===== config.mk =====
export PLATFORM = sky130hd
export DESIGN_NAME = food_spawn_ctrl
export DESIGN_NICKNAME = d
export VERILOG_FILES = /design/src/rtl/food_spawn_ctrl.sv
export SDC_FILE = /design/constraint.sdc
export NUM_CORES = 1
export LEC_CHECK = 0
export ABC_AREA = 1
export BUFFER_PORTS_ARGS = -buffer_cell sky130_fd_sc_hd__buf_2
export CAP_MARGIN = 20
export CORE_MARGIN = 1
export CORE_UTILIZATION = 48
export DETAILED_ROUTE_END_ITERATION = 10
export HOLD_SLACK_MARGIN = 0.15
export PLACE_DENSITY = 0.78
export SLEW_MARGIN = 20
export SYNTH_ARGS = -nofsm -noshare
export SYNTH_HDL_FRONTEND = slang
export SYNTH_SLANG_ARGS = --single-unit

===== constraint.sdc =====
create_clock -name clk -period 1.36 [get_ports clk]
set_input_delay 0.136 -clock clk [delete_from_list [all_inputs] [get_ports clk]]
set_output_delay 0.136 -clock clk [all_outputs]
set_load 0.1 [all_outputs]

===== src/rtl/food_spawn_ctrl.sv =====
// rtl/food_spawn_ctrl.sv - LFSR-driven food placement with off-grid/occupancy rejection and bounded retries
module food_spawn_ctrl #(
    parameter int                LFSR_W    = 16,
    parameter int                X_BITS    = 5,
    parameter int                Y_BITS    = 5,
    parameter int                GRID_W    = 30,
    parameter int                GRID_H    = 20,
    parameter int                MAX_TRIES = 64,
    parameter logic [LFSR_W-1:0] SEED      = 16'hACE1
) (
    input  logic              clk,
    input  logic              rst_n,
    input  logic              spawn_req,
    input  logic [LFSR_W-1:0] lfsr_val,
    output logic              lfsr_en,
    output logic              lfsr_load,
    output logic [LFSR_W-1:0] lfsr_seed,
    output logic              occ_rd,
    output logic [X_BITS-1:0] occ_x,
    output logic [Y_BITS-1:0] occ_y,
    input  logic              occ_hit,
    output logic              busy,
    output logic              food_valid,
    output logic              spawn_fail,
    output logic [X_BITS-1:0] food_x,
    output logic [Y_BITS-1:0] food_y
);

    localparam int                TRY_W       = $clog2(MAX_TRIES + 1);
    localparam logic [TRY_W-1:0]  MAX_TRIES_L = TRY_W'(MAX_TRIES);
    localparam logic [X_BITS:0]   GRID_W_L    = (X_BITS + 1)'(GRID_W);
    localparam logic [Y_BITS:0]   GRID_H_L    = (Y_BITS + 1)'(GRID_H);

    typedef enum logic [2:0] {
        S_INIT,
        S_IDLE,
        S_STEP,
        S_CHECK,
        S_WAIT
    } state_t;

    state_t             state, state_next;
    logic [TRY_W-1:0]   tries, tries_next;
    logic               busy_d, lfsr_en_d, lfsr_load_d, occ_rd_d;
    logic               food_valid_d, spawn_fail_d, reject;
    logic [X_BITS-1:0]  occ_x_d, food_x_d, xc;
    logic [Y_BITS-1:0]  occ_y_d, food_y_d, yc;
    logic               in_range;

    assign lfsr_seed = SEED;
    assign xc        = lfsr_val[X_BITS-1:0];
    assign yc        = lfsr_val[X_BITS+Y_BITS-1:X_BITS];
    assign in_range  = ({1'b0, xc} < GRID_W_L) && ({1'b0, yc} < GRID_H_L);

    generate
        if (X_BITS + Y_BITS < LFSR_W) begin : g_spare_bits
            logic unused_lfsr_bits;
            assign unused_lfsr_bits = ^lfsr_val[LFSR_W-1:X_BITS+Y_BITS];
        end
    endgenerate

    // Outputs are computed one cycle ahead so every port comes straight from a flop.
    always_comb begin
        state_next   = state;
        tries_next   = tries;
        busy_d       = busy;
        lfsr_en_d    = 1'b0;
        lfsr_load_d  = 1'b0;
        occ_rd_d     = 1'b0;
        occ_x_d      = occ_x;
        occ_y_d      = occ_y;
        food_valid_d = 1'b0;
        spawn_fail_d = 1'b0;
        food_x_d     = food_x;
        food_y_d     = food_y;
        reject       = 1'b0;

        case (state)
            S_INIT: begin
                lfsr_load_d = 1'b1;
                busy_d      = 1'b1;
                state_next  = S_IDLE;
            end
            S_IDLE: begin
                busy_d = 1'b0;
                if (spawn_req) begin
                    tries_next = '0;
                    busy_d     = 1'b1;
                    lfsr_en_d  = 1'b1;
                    state_next = S_STEP;
                end
            end
            S_STEP: begin
                tries_next = tries + TRY_W'(1);
                state_next = S_CHECK;
            end
            S_CHECK: begin
                if (in_range) begin
                    occ_x_d    = xc;
                    occ_y_d    = yc;
                    occ_rd_d   = 1'b1;
                    state_next = S_WAIT;
                end else begin
                    reject = 1'b1;
                end
            end
            S_WAIT: begin
                if (!occ_hit) begin
                    food_x_d     = occ_x;
                    food_y_d     = occ_y;
                    food_valid_d = 1'b1;
                    busy_d       = 1'b0;
                    state_next   = S_IDLE;
                end else begin
                    reject = 1'b1;
                end
            end
            default: state_next = S_INIT;
        endcase

        // tries already counts the candidate just rejected
        if (reject) begin
            if (tries < MAX_TRIES_L) begin
                lfsr_en_d  = 1'b1;
                state_next = S_STEP;
            end else begin
                spawn_fail_d = 1'b1;
                busy_d       = 1'b0;
                state_next   = S_IDLE;
            end
        end
    end

    always_ff @(posedge clk) begin
        if (!rst_n) begin
            state      <= S_INIT;
            tries      <= '0;
            busy       <= 1'b0;
            lfsr_en    <= 1'b0;
            lfsr_load  <= 1'b0;
            occ_rd     <= 1'b0;
            occ_x      <= '0;
            occ_y      <= '0;
            food_valid <= 1'b0;
            spawn_fail <= 1'b0;
            food_x     <= '0;
            food_y     <= '0;
        end else begin
            state      <= state_next;
            tries      <= tries_next;
            busy       <= busy_d;
            lfsr_en    <= lfsr_en_d;
            lfsr_load  <= lfsr_load_d;
            occ_rd     <= occ_rd_d;
            occ_x      <= occ_x_d;
            occ_y      <= occ_y_d;
            food_valid <= food_valid_d;
            spawn_fail <= spawn_fail_d;
            food_x     <= food_x_d;
            food_y     <= food_y_d;
        end
    end

endmodule


==> impl_metrics.ini <==
[outcome]
status = complete, no violations

[final_layout]
fin_nets = 309
final_cell_mix = nand2_1, buf_2, inv_1, dfxtp_1, a21oi_1
final_layout_size_suffix_gt1_frac = 0.2630
diodes = 0
syn2layout_area_growth_pct = 28.18
mostFrequentLayoutCell = nand2_1

[global_route]
grt_usage = 0.2072
grt_pass1_wl_mm = 5.506
grt_overflow = 0
antenna_found_initial = 0
first_global_vias = 1271
grt_max_degree = 22

[setup_path]
cpPeakStageDelay_ns = 0.55
cp-end-kind = register
crit_chain = dlygate4sd3_1 -> buf_2 -> o21ai_1 -> buf_4 -> nand3_4 -> buf_12 -> nand2_1 -> nand2_1 -> nor2_1
rrSetupSlack_ns = 0.12
required_ns = 1.64
worst_path_most_repeated_cell = nand2_1
worstPathArrival_ns = 1.59
critPathKind = primary input to register
crit_slowest_cell = dlygate4sd3_1
start_kind = primary input
crit_fanout = 10

[sta]
max_freq_mhz = 767.4
holdWs_ns = 0.2246
final_max_slew_viol_count = 0
fin_skew_ns = 0.009290
fin_crit_sh = 0.9581
setup_viol = 0
period_minus_slack_ns = 1.303
hold_viol_final = 0
grt_setup_unrepaired = false

[floorplanning]
dieArea_sq_um = 3680
initial_utilization = 0.5238
die_h_um = 60.66
core_sq_um = 3153
row_count = 20
die_w_um = 60.66
pin_count = 62

[placement]
gp_congestion = 0.7781
portBuffers = 39
hpwlAfterDp_mm = 2.351

[route]
wl_mm = 3.499
detail-route-antenna-nets = 0
dr.pass1.iters = 4
drc = 0
drtIter0Drc = 51
vias_per_cell = 4.574
wl_per_cell_um = 10.51
vias = 1523

[clock_tree]
insertion_delay_ns = 0.34
clk_path_buf_depth = 2
clkSinkCount = 36
clk_pin_slew_worst_paths_ns = 0.11
cts_buffers = 5
htreeDepth = 2
cts_tree = yes
root_buffer = clkbuf_4

[synth]
ys_seq_area_frac = 0.4364
synthCells = 228
yosysWarnings = 0
synth_area_sq_um = 1652
synth.distinct_cells = 22
synth-seq-cells = 36
avgSynthCellArea_sq_um = 7.244

[power_and_ir_drop]
p_leak_nw = 1.047
vdd_drop_max_uv = 647.8
powerDensity_nw_per_um2 = 1179
p_total_mw = 2.497

[run]
drv_cap = 0

[hold_path]
hp-class = primary input to register
cells by family (layout without fill, tap and decap cells):
group                      Yosys count  in the layout  share of synthesized area
AOI/OAI and AO/OA                   44             44                     0.1349
and+or+nand+nor                     86             86                     0.2417
buffers and inverters               59            106                     0.1750
other                                2             16                   0.004547
DFF                                 36             36                     0.4364
adders and majority gates            1              1                   0.007575
critical path: cells and delay by family:
family	cells	cell delay (ns)
buffers and inverters	4	1.02
and+or+nand+nor	4	0.31
AOI/OAI and AO/OA	1	0.13
area by class of cell:
class	instances	area (sq um)
Clock buffer	6	41.29
Timing Repair Buffer	62	424.2
Fill cell	264	1036
Sequential cell	36	724.4
Clock inverter	2	35.03
Tap cell	44	55.05
Multi-Input combinational cell	147	701.9
Inverter	36	135.1
worst paths after layout:
| check | from | endpoint | cells after the start |
|---|---|---|---|
| setup / recovery | lfsr_val[7] | occ_x[0] | 9 |
| hold / removal | spawn_req | busy | 5 |
| setup reg to reg | state[1] | occ_x[0] | 7 |
| hold reg to reg | food_y[3] | food_y[3] | 2 |
layer usage:
metal	GRT usage	vias to the layer above	part of all wire
met2	0.3359	59	0.48
met5	0	-	0
met4	0.1331	0	0.025
li1	-	804	-
met1	0.2526	653	0.44
met3	0.03838	7	0.061
state kept, by name, summed over array words and instances, names as in the netlist:
signal,flops
busy,1
food_y,5
food_x,5
lfsr_load,1
food_valid,1
occ_rd,1
occ_y,5
occ_x,5
state,3
spawn_fail,1
lfsr_en,1
tries,7
what timing repair did:
action / 4_1_cts / 5_1_grt
setup buffers: 0 / 2
endpoints found under the setup margin: 7 / 17
hold endpoints to repair: 16 / 0
hold buffers: 11 / 0
pin swaps: 0 / 2
gates resized for setup: 1 / 7
report_power, final:
part | switching, mW | leakage [nW] | total, mW | internal (mW)
sequential | 0.0248 | 0.293 | 1.12 | 1.09
clock | 0.344 | 0.0422 | 0.730 | 0.385
combinational | 0.517 | 0.712 | 0.652 | 0.135
total | 0.886 | 1.05 | 2.50 | 1.61
through the flow:
stage          utilization  cells  area, sq um   TNS [ns]  setup slack [ns]
2_1_floorplan            -    242         1704          0           0.02673
3_3_place_gp        0.6028    312         1901          0           0.05305
3_5_place_dp        0.6028    312         1901  -0.001509         -0.001509
4_1_cts             0.6623    331         2088          0          0.002120
5_1_grt             0.6714    333         2117          0          0.001415
6_report            0.6714    333         2117          0           0.05695
Yosys cell counts (all sizes together):
master  instances  share of area
a21oi          22          0.067
nand4           4          0.015
inv            36          0.082
clkbuf          6          0.014
dfxtp          36           0.44
o21ai          21          0.064
nor3            1         0.0099
nand3b          1         0.0045
nand2          44           0.10
nor2           25          0.070
buf            17          0.080
o211ai          1         0.0045
ha              1         0.0076
nor4            1         0.0038
nand3          10          0.038
conb            2         0.0045
Power figures use the tool's default switching activity.
